$ cat config.mk
export PLATFORM = sky130hd
export DESIGN_NAME = router_egress_buffer_flat
export DESIGN_NICKNAME = d
export VERILOG_FILES = /design/src/rtl/router_egress_buffer_if.sv /design/src/rtl/router_egress_buffer.sv /design/src/flat_wrapper.sv
export SDC_FILE = /design/constraint.sdc
export NUM_CORES = 1
export LEC_CHECK = 0
export ABC_AREA = 0
export BUFFER_PORTS_ARGS = -buffer_cell sky130_fd_sc_hd__buf_2
export CAP_MARGIN = 10
export CORE_UTILIZATION = 44
export CTS_BUF_LIST = sky130_fd_sc_hd__clkbuf_4 sky130_fd_sc_hd__clkbuf_8
export CTS_CLUSTER_SIZE = 20
export DETAILED_ROUTE_END_ITERATION = 16
export SYNTH_ARGS = -nofsm -noshare
export SYNTH_HDL_FRONTEND = slang
export SYNTH_SLANG_ARGS = --single-unit
$ cat constraint.sdc
create_clock -name clk -period 10 [get_ports clk]
set_input_delay 0.5 -clock clk [delete_from_list [all_inputs] [get_ports clk]]
set_output_delay 0.5 -clock clk [all_outputs]
set_load 0.02 [all_outputs]
$ cat src/rtl/router_egress_buffer_if.sv
// router_egress_buffer_if
//   Stream bundle for one router egress lane. The upstream side carries the
//   router's out_data/out_valid pair (no backpressure). The downstream side is
//   a valid/ready stream toward the port consumer.
// Signals
//   in_data    word from the router lane
//   in_valid   router out_valid bit for this lane
//   out_data   head-of-FIFO word (zero when nothing is held)
//   out_valid  head word available
//   out_ready  consumer accepts the head word this cycle
// Modports
//   master  environment side: drives the input lane and out_ready
//   slave   buffer side: consumes the input lane, drives out_data/out_valid
interface router_egress_buffer_if #(
  parameter int DATA_WIDTH = 32
);
  logic [DATA_WIDTH-1:0] in_data;
  logic                  in_valid;
  logic [DATA_WIDTH-1:0] out_data;
  logic                  out_valid;
  logic                  out_ready;

  modport master (
    output in_data,
    output in_valid,
    output out_ready,
    input  out_data,
    input  out_valid
  );

  modport slave (
    input  in_data,
    input  in_valid,
    input  out_ready,
    output out_data,
    output out_valid
  );
endinterface

$ cat src/rtl/router_egress_buffer.sv
// router_egress_buffer
//   Per-port egress FIFO that sits directly behind one router output lane.
//   The router cannot be stalled, so every valid word is either stored or,
//   when the FIFO is full and nothing leaves that cycle, dropped and counted.
//   The consumer side is first-word-fall-through valid/ready.
// Ports
//   clk          single clock, rising edge
//   reset        synchronous, active-low
//   bus          stream bundle (slave modport): in_data/in_valid from the
//                router, out_data/out_valid/out_ready toward the consumer
//   full         level == DEPTH
//   empty        level == 0
//   level        current occupancy, 0..DEPTH
//   drop_count   words lost to overflow, saturating at all-ones
//   clear_drops  synchronous clear of drop_count
module router_egress_buffer #(
  parameter int DATA_WIDTH = 32,
  parameter int DEPTH      = 8,
  parameter int CNT_WIDTH  = 16
) (
  input  logic                       clk,
  input  logic                       reset,
  router_egress_buffer_if.slave      bus,
  output logic                       full,
  output logic                       empty,
  output logic [$clog2(DEPTH):0]     level,
  output logic [CNT_WIDTH-1:0]       drop_count,
  input  logic                       clear_drops
);

  localparam int PTR_W = $clog2(DEPTH);
  localparam int LVL_W = PTR_W + 1;

  logic [DATA_WIDTH-1:0] mem [DEPTH];
  logic [PTR_W-1:0]      wr_ptr;
  logic [PTR_W-1:0]      rd_ptr;
  logic                  push;
  logic                  pop;
  logic                  overflow;

  // Status flags come straight from the registered level, so every slot is
  // usable and no pointer-comparison ambiguity exists between full and empty.
  assign full  = (level == LVL_W'(DEPTH));
  assign empty = (level == '0);

  // A full FIFO can still accept a word when the head leaves the same cycle.
  // Pop depends only on registered state, so an empty FIFO never bypasses.
  assign pop      = bus.out_valid && bus.out_ready;
  assign push     = bus.in_valid && (!full || pop);
  assign overflow = bus.in_valid && full && !pop;

  // Head word is forced to zero whenever nothing is held, so stale array
  // contents never leak to the consumer.
  assign bus.out_valid = !empty;
  assign bus.out_data  = bus.out_valid ? mem[rd_ptr] : '0;

  // Storage array carries no reset; the pointers and level decide what is
  // live, so discarding contents on reset only needs the control state cleared.
  always_ff @(posedge clk) begin
    if (reset && push) begin
      mem[wr_ptr] <= bus.in_data;
    end
  end

  // Pointer and occupancy bookkeeping. DEPTH is a power of two, so the
  // pointers wrap from DEPTH-1 to 0 by plain overflow.
  always_ff @(posedge clk) begin
    if (!reset) begin
      wr_ptr <= '0;
      rd_ptr <= '0;
      level  <= '0;
    end else begin
      if (push) begin
        wr_ptr <= wr_ptr + PTR_W'(1);
      end
      if (pop) begin
        rd_ptr <= rd_ptr + PTR_W'(1);
      end
      case ({push, pop})
        2'b10:   level <= level + LVL_W'(1);
        2'b01:   level <= level - LVL_W'(1);
        default: level <= level;
      endcase
    end
  end

  // Drop counter. A clear coinciding with an overflow leaves the count at 1
  // so that drop is not lost; otherwise the count saturates at all-ones.
  always_ff @(posedge clk) begin
    if (!reset) begin
      drop_count <= '0;
    end else if (clear_drops) begin
      drop_count <= overflow ? CNT_WIDTH'(1) : '0;
    end else if (overflow && !(&drop_count)) begin
      drop_count <= drop_count + CNT_WIDTH'(1);
    end
  end

endmodule
$ cat src/flat_wrapper.sv
// flat-port wrapper written by rule: the top's interface ports become plain ports
module router_egress_buffer_flat 
#(
  parameter int DATA_WIDTH = 32,
  parameter int DEPTH      = 8,
  parameter int CNT_WIDTH  = 16
)
  (clk, reset, full, empty, level, drop_count, clear_drops, bus_in_data, bus_in_valid, bus_out_ready, bus_out_data, bus_out_valid);
  router_egress_buffer_if #(.DATA_WIDTH(DATA_WIDTH)) bus_i ();
  input  logic clk;
  input  logic reset;
  output logic full;
  output logic empty;
  output logic [$clog2(DEPTH):0] level;
  output logic [CNT_WIDTH-1:0] drop_count;
  input  logic clear_drops;
  input wire logic [$bits(bus_i.in_data)-1:0] bus_in_data;
  input wire logic [$bits(bus_i.in_valid)-1:0] bus_in_valid;
  input wire logic [$bits(bus_i.out_ready)-1:0] bus_out_ready;
  output wire logic [$bits(bus_i.out_data)-1:0] bus_out_data;
  output wire logic [$bits(bus_i.out_valid)-1:0] bus_out_valid;
  assign bus_i.in_data = bus_in_data;
  assign bus_i.in_valid = bus_in_valid;
  assign bus_i.out_ready = bus_out_ready;
  assign bus_out_data = bus_i.out_data;
  assign bus_out_valid = bus_i.out_valid;
  router_egress_buffer #(.DATA_WIDTH(DATA_WIDTH), .DEPTH(DEPTH), .CNT_WIDTH(CNT_WIDTH)) u_core (.clk(clk), .reset(reset), .bus(bus_i), .full(full), .empty(empty), .level(level), .drop_count(drop_count), .clear_drops(clear_drops));
endmodule
; ---- Word level (Yosys, flattened, before mapping)
; Memory sizes are Yosys's and may differ from the RTL's. A register that Yosys moved wholly into a read port is not among the register bits.
; Index checks and enable logic that the tools add are counted.
[word_totals]
n_memories = 1
elab_cells = 37
romBits = 0
latch_bits = 0
mem_bits_rw = 256
regBits = 26
inputBits = 37
[mem_list]
columns = memory, depth, width, read_ports, rd_clocked_by_memory_dff, wr, line
row1 = u_core.mem, 8, 32, 1, 1, 1, router_egress_buffer.sv:34  ; logic [DATA_WIDTH-1:0] mem [DEPTH];
[op_classes]
div = 0
bitwise_logic = 0
n_mux = 9
n_addsub = 5
n_mul = 0
n_lt_le_gt_ge = 0
eq_ne = 3
shift = 0
reduce_logical = 15
[op_table]
columns = op, count
row1 = $mux W16, 2
row2 = $mux W32, 1
row3 = $add A16 B1 Y16 const B, 1
row4 = $reduce_and A16 Y1, 1
row5 = $pmux W4 S2, 1
row6 = $add A3 B1 Y3 const B, 2
row7 = $logic_and A1 B1 Y1, 6
row8 = $mux W3, 2
row9 = $add A4 B1 Y4 const B, 1
row10 = $eq A4 B4 Y1 const B, 1
row11 = $logic_not A1 Y1, 4
row12 = $logic_not A4 Y1, 1
row13 = $reduce_bool A2 Y1, 2
row14 = $sub A4 B1 Y4 const B, 1
row15 = $mux W1, 3
row16 = $eq A2 B1 Y1 const B, 1
row17 = $eq A2 B2 Y1 const B, 1
row18 = $logic_or A1 B1 Y1, 1

; ---- Longest topological paths before layout
; Gate-level depths: netlist of run 1.
[depth]
ltp_word = 8
ltp_mapped = 9

; ---- Worst setup path after synthesis of run 1
; OpenSTA, ideal clock, no wires.
[synth_path]
path_kind = input-to-reg
startpoint = input bus_out_ready
endpoint = memory u_core.mem[0][0] (enable)
stages = 4
arrival_ns = 3.548
setup_ns = 0.461
setup_slack_ns = 5.991
path_cell_list = clkbuf_1 -> o21ai_0 -> or3_1 -> nor3_1
[synth_between]
elab_chain_len = 6
[synth_rtl]
columns = element, line
row1 = "start, declared", flat_wrapper.sv:19  ; input wire logic [$bits(bus_i.out_ready)-1:0] bus_out_ready;
row2 = $logic_and A1 B1 Y1, router_egress_buffer.sv:48  ; assign pop = bus.out_valid && bus.out_ready;
row3 = $logic_or A1 B1 Y1, router_egress_buffer.sv:49  ; assign push = bus.in_valid && (!full || pop);
row4 = $logic_and A1 B1 Y1, router_egress_buffer.sv:49
row5 = $logic_and A1 B1 Y1, router_egress_buffer.sv:60  ; if (reset && push) begin
row6 = $mux W1, router_egress_buffer.sv:60
row7 = $mux W1 (implied by the code), router_egress_buffer.sv:61  ; mem[wr_ptr] <= bus.in_data;
row8 = "end, declared", router_egress_buffer.sv:34
; Every way passes these cells.

==> results of run 1 <==
[sequential cells by signal, indices dropped and copies added (netlist names), named ones only]
signal / flops
u_core.drop_count: 16
u_core.wr_ptr: 3
u_core.rd_ptr: 3
u_core.mem: 256
u_core.level: 4
[layout by cell type (no fill, tap or decap), types with 8 or more instances in the layout]
| cell | count |
|---|---|
| nand3_1 | 9 |
| a21oi_1 | 11 |
| buf_4 | 15 |
| nand2_1 | 18 |
| dfxtp_1 | 26 |
| or4_1 | 8 |
| edfxtp_1 | 256 |
| clkbuf_8 | 47 |
| clkbuf_4 | 16 |
| mux2i_1 | 38 |
| buf_2 | 91 |
| nor2_1 | 43 |
| mux4_2 | 64 |
| clkinv_1 | 12 |
[through the flow]
stage	worst slack, ps	hold slack, ps	cell area (um^2)
floorplan	5990	454	11200
global route	6160	205	13000
global placement	6950	455	12100
CTS	6340	183	13000
finish	6450	224	13000
detailed placement	6930	475	12100
[final cells by class]
class | count | area [um^2] | area share (%)
clock buffer | 63 | 767 | 5.91
tap | 330 | 413 | 3.18
multi-input combinational | 271 | 2860 | 22.0
sequential | 285 | 8270 | 63.8
timing repair buffer | 106 | 568 | 4.38
clock inverter | 14 | 58.8 | 0.453
inverter | 7 | 31.3 | 0.241
[where the power goes]
part / switching [mW] / internal (mW) / total, mW
Combinational: 0.355 / 0.272 / 0.627
Sequential: 0.0412 / 1.33 / 1.37
Clock: 0.420 / 0.491 / 0.911
Total: 0.817 / 2.09 / 2.90
[worst max path at each step]
stage | endpoint | slack [ps] | cells after the start
6_report | bus_out_data[31] | 6450 | 5
2_1_floorplan | u_core.mem[0][0] | 5990 | 4
3_3_place_gp | bus_out_data[10] | 6950 | 5
4_1_cts | bus_out_data[10] | 6340 | 5
5_1_grt | bus_out_data[31] | 6160 | 5
3_5_place_dp | bus_out_data[10] | 6930 | 5
[cells by family (layout without fill, tap and decap cells)]
kind of cell	count (synthesis)	in the layout	share of synthesized area [%]
DFF	285	285	73.8
muxes	102	102	16.3
adders and majority gates	4	4	0.447
buffers and inverters	33	190	1.22
and+or+nand+nor	125	125	5.84
xor gates and xnor gates	5	5	0.391
AOI/OAI and AO/OA	35	35	2.05
[layer usage]
metal / vias to the layer above / routed length [um]
li1: 2657 / -
met1: 3104 / 9860
met2: 182 / 11800
met3: 39 / 1110
met4: 0 / 418
met5: - / 0
==> results.cfg, run 1 <==
[status]
status = complete, no violations

[critical_path]
path_cells = buf_4 -> mux4_2 -> mux2i_1 -> nor2_1 -> buf_2
r2r-start = u_core.level[0]
startpoint_type = flop
critical_path_class = reg -> out
critPathSlowestCell = buf_4
cp_data_arrival_time_ps = 3050
regToRegEndpoint = u_core.mem[7][30]
crit_required_ps = 9500
worstRegToRegCells = 4
path_delay_family = buffers and inverters
cp.buffers_inverters = 2
end_kind = output pin
r2r_setup_slack_ps = 7270
cp_max_fo = 42
cpPeakStageDelay_ps = 740

[timing]
setup-tns-final_ps = 0
final-setup-viol-count = 0
clock_skew_ps = 16.0
max_slew_margin_pct = 31.8
fmax_mhz = 282
rsz0062_at_grt = false
fin_crit_ps = 3550
drv_slew = 0
worst_pin_slew_ps = 1010
min_period_over_period_pct = 35.5
hold_viol = 0

[grt]
grt_usage_pct = 18.5
grt_pass1_vias = 6392
grt-busiest-layer = met2
grt_pass1_wl_mm = 36.3
grt_max_degree = 65
use_met3_pct = 3.36
grt_overflow = 0
grt_use_met1_pct = 24.6
antenna_found_initial = 0
use_met2_pct = 31.3

[floorplan]
dieHeight_um = 162
die_area_um2 = 26100
core_area_um2 = 25100
initial_core_util_pct = 44.6
pin_count = 92
die_x_um = 162
rows = 58

[synthesis]
synth_area_um2 = 11200
synth.distinct_cells = 39
synth_cells = 589
ys_warn_count = 0
ys_ff_latch = 285
netlist_top_cells_count = edfxtp_1, mux4_2, nor2_1, mux2i_1, dfxtp_1
synthArstFlopShare_pct = 0
ys_seq_area_share_pct = 73.8
synth_area_leaders = edfxtp_1, mux4_2, dfxtp_1, mux2i_1, nor2_1
synthFlopType = edfxtp_1
synth-edff-count = 256
avgSynthCellArea_um2 = 19.0
synth_top_cell_area_share_pct = 68.6
synth_most_common_cell = edfxtp_1
synth_fp_nets = 630
yosysTopAreaCell = edfxtp_1

[layout]
nets = 758
post-route-util_pct = 51.6
syn_to_final_growth_pct = 15.7
fillers = 2072
n_antenna_cell = 0
finalNonFillerCells = 1076
drive_gt1_share_pct = 34.3

[placement]
placed_cells = 999
gp_congestion = 0.782
hpwl_mm = 12.9
io_buffers = 91

[route]
ant_nets = 0
firstDrtPassIters = 5
drt-initial-drc-count = 610
via_per_inst = 5.56
routed_wl_mm = 23.2
wl_per_cell_um = 21.5
num_vias = 5982
drc_errors = 0

[clock_tree]
clk_pin_slew_ps = 60
cts.repair.resized = 0
cts_hold_buf = 0
clock_path_buffers = 3
cts.sinks = 285
numCtsBuffers = 46
root_buffer = clkbuf_8
cts_tree = built
post_cts_buffers = 0
clock_latency_ps = 540
htree_levels = 2

[worst_hold_path]
min_path_cells = 1
holdPathEnd = u_core.mem[1][4]
hold_start = bus_in_data[4]
worst_hold_path_type = in -> reg

[pwr]
p_total_mw = 2.90
p_per_area_nw_per_um2 = 224
peakVddDrop_mv = 0.203
leakagePower_nw = 4.21

[job]
maxCapViolCount = 0
Note: power is estimated with default switching activity, not from simulation.
==> run 2: changes to the inputs <==
Settings changed: ABC_AREA 0 to 1.
Clock period 10 ns to 3.6 ns, I/O delays scaled along.
==> run 2 against run 1 <==
  * Count of clock-buffer cells in the layout decreased by 2
  * Routed wire length up 10%
  * Sequential share of layout area down 2.7 points
  * Largest cell class unchanged
  * Highest routed layer unchanged
==> results.cfg, run 2 <==
[layout]
syn_to_final_growth_pct = 18.5
final_cell_mix = edfxtp_1, nor2_1, o21ai_0
post-route-util_pct = 53.5
n_antenna_cell = 0
nets = 1148
finalNonFillerCells = 1470
largestRegisters = u_core.mem x256, u_core.drop_count x16, u_core.level x4
mostFrequentLayoutCell = edfxtp_1
design_area_um2 = 13500
largest_reg_flops = 256
largest_register = u_core.mem
drive_gt1_share_pct = 18.2

[pwr]
combPwrFrac_pct = 23.4
p_sw_mw = 2.70
leakagePower_nw = 4.75
swShare_pct = 32.0
peakVddDrop_mv = 0.282
p_int_mw = 5.76
power_frac_clock_pct = 31.7
p_per_area_nw_per_um2 = 625
p_seq_share_pct = 44.9

[route]
wl_per_cell_um = 17.4
drt-initial-drc-count = 533
via_per_inst = 5.29
num_vias = 7782
drc_errors = 0
routed_wl_mm = 25.6
firstDrtPassIters = 4
ant_nets = 0

[synthesis]
synth_area_um2 = 11400
avgSynthCellArea_um2 = 11.8
synth.distinct_cells = 29
ys_ff_latch = 285
synth-edff-count = 256
synthFlopType = edfxtp_1
synth_area_leaders = edfxtp_1, o21ai_0, nor2_1, dfxtp_1, nand2_1
yosysTopAreaCell = edfxtp_1
netlist_top_cells_count = edfxtp_1, nor2_1, o21ai_0, nand2_1, clkbuf_1
synth_cells = 966
synth_most_common_cell = edfxtp_1
synth_fp_nets = 1007
ys_warn_count = 0
synthArstFlopShare_pct = 0
synth_top_cell_area_share_pct = 67.2
ys_seq_area_share_pct = 72.3

[critical_path]
r2r_setup_slack_ps = 1090
end_kind = output pin
cp_max_fo = 80
crit_required_ps = 3420
startpoint_type = flop
cp_data_arrival_time_ps = 2760
worstRegToRegCells = 9
r2r-start = u_core.level[0]
critical_path_class = reg -> out
regToRegEndpoint = u_core.mem[7][3]
cp-endpoint = bus_out_data[28]

[clock_tree]
root_buffer = clkbuf_8
clk_pin_slew_ps = 70
numCtsBuffers = 47
htree_levels = 2
cts_tree = built
clock_path_buffers = 3
cts.sinks = 285
clock_latency_ps = 550

[grt]
antenna_found_initial = 0
grt_usage_pct = 19.5
grt_max_degree = 81
grt_pass1_wl_mm = 39.6
grt_overflow = 0
grt_pass1_vias = 7307

[timing]
fmax_mhz = 341
min_period_over_period_pct = 81.6
drv_slew = 0
hold_viol = 0
setup-tns-final_ps = 0
max_slew_margin_pct = 47.9
worst_pin_slew_ps = 781
rsz0062_at_grt = false
final-setup-viol-count = 0
fin_crit_ps = 2940
clock_skew_ps = 17.4

[placement]
placed_cells = 1354
io_buffers = 91
place_area_um2 = 12300
hpwl_mm = 13.9
gp_congestion = 0.800

[floorplan]
pin_count = 92
dieHeight_um = 163
die_x_um = 163
rows = 58
die_area_um2 = 26600
initial_core_util_pct = 45.2
core_area_um2 = 25300

[status]
status = complete, no violations

[worst_hold_path]
worst_hold_path_type = in -> reg
min_path_cells = 3

[job]
maxCapViolCount = 0
## run 2: cell count changes after synthesis, sizes merged, moves of 9 or more
cell	before	now
o21ai	6	174
nor3	4	13
inv	5	36
nand2	19	62
a31oi	2	33
mux4	64	0
clkbuf	18	37
nor2	49	227
o22ai	0	32
mux2i	38	0
## run 2: repair_timing
action | CTS | global route
hold endpoints to repair | 272 | 0
buffers inserted | 0 | 0
gates resized for setup | 0 | 0
hold buffers | 34 | 0
## run 2: power by group through the flow
stage | logic (mW) | clock network, mW | registers, mW
after floorplan | 1.34 | 0 | 3.82
after global placement | 1.96 | 0 | 3.86
after detailed placement | 1.97 | 0 | 3.86
after CTS | 2.01 | 2.75 | 3.80
after global routing | 2.21 | 2.90 | 3.81
final | 1.98 | 2.68 | 3.80
## run 2: area by class of cell
type / instances / area [um^2]
fill: 2184 / 11800
sequential: 285 / 8270
multi-input combinational: 590 / 2850
timing repair buffer: 145 / 983
clock buffer: 61 / 758
tap: 330 / 413
inverter: 38 / 144
clock inverter: 21 / 124
## run 2: worst min path at each step
stage,slack (ps),endpoint,from
after floorplan,280,u_core.mem[0][0],bus_in_data[0]
after global placement,450,u_core.mem[0][16],bus_in_data[16]
after detailed placement,450,u_core.mem[0][13],bus_in_data[13]
after CTS,20,u_core.wr_ptr[0],bus_in_valid
after global routing,90,u_core.wr_ptr[0],bus_in_valid
final,70,u_core.wr_ptr[0],bus_in_valid
## run 2: routing by layer
metal / part of all wire (%) / vias up / global-route usage (%)
met1: 44 / 3767 / 25.6
met2: 49 / 222 / 33.0
met5: 0 / - / 0
met3: 5.2 / 35 / 3.38
met4: 1.6 / 0 / 5.56
li1: - / 3758 / -
## run 2: cells by family (layout without fill, tap and decap cells)
logic type / count (synthesis) / count (layout) / synth area share, %
AOI/OAI and AO/OA: 259 / 259 / 12.1
and+or+nand+nor: 321 / 321 / 11.5
DFF: 285 / 285 / 72.3
buffers and inverters: 91 / 265 / 3.21
xor gates and xnor gates: 6 / 6 / 0.460
adders and majority gates: 4 / 4 / 0.438
## run 2: worst max-delay path, cell delays in order (launching register included)
cell      delay, ps
dfxtp_4         540
clkinv_2        110
buf_4           610
o21ai_0         160
o22ai_1         160
o21ai_0          90
a31oi_1         240
buf_2           220
## run 2: stage by stage
stage	total power, mW	hold slack, ps	worst slack [ps]
after global routing	8.91	90.1	430
after CTS	8.55	23.7	597
final	8.46	69.0	663
after floorplan	5.16	279	-350
after detailed placement	5.84	452	1100
after global placement	5.83	453	1190
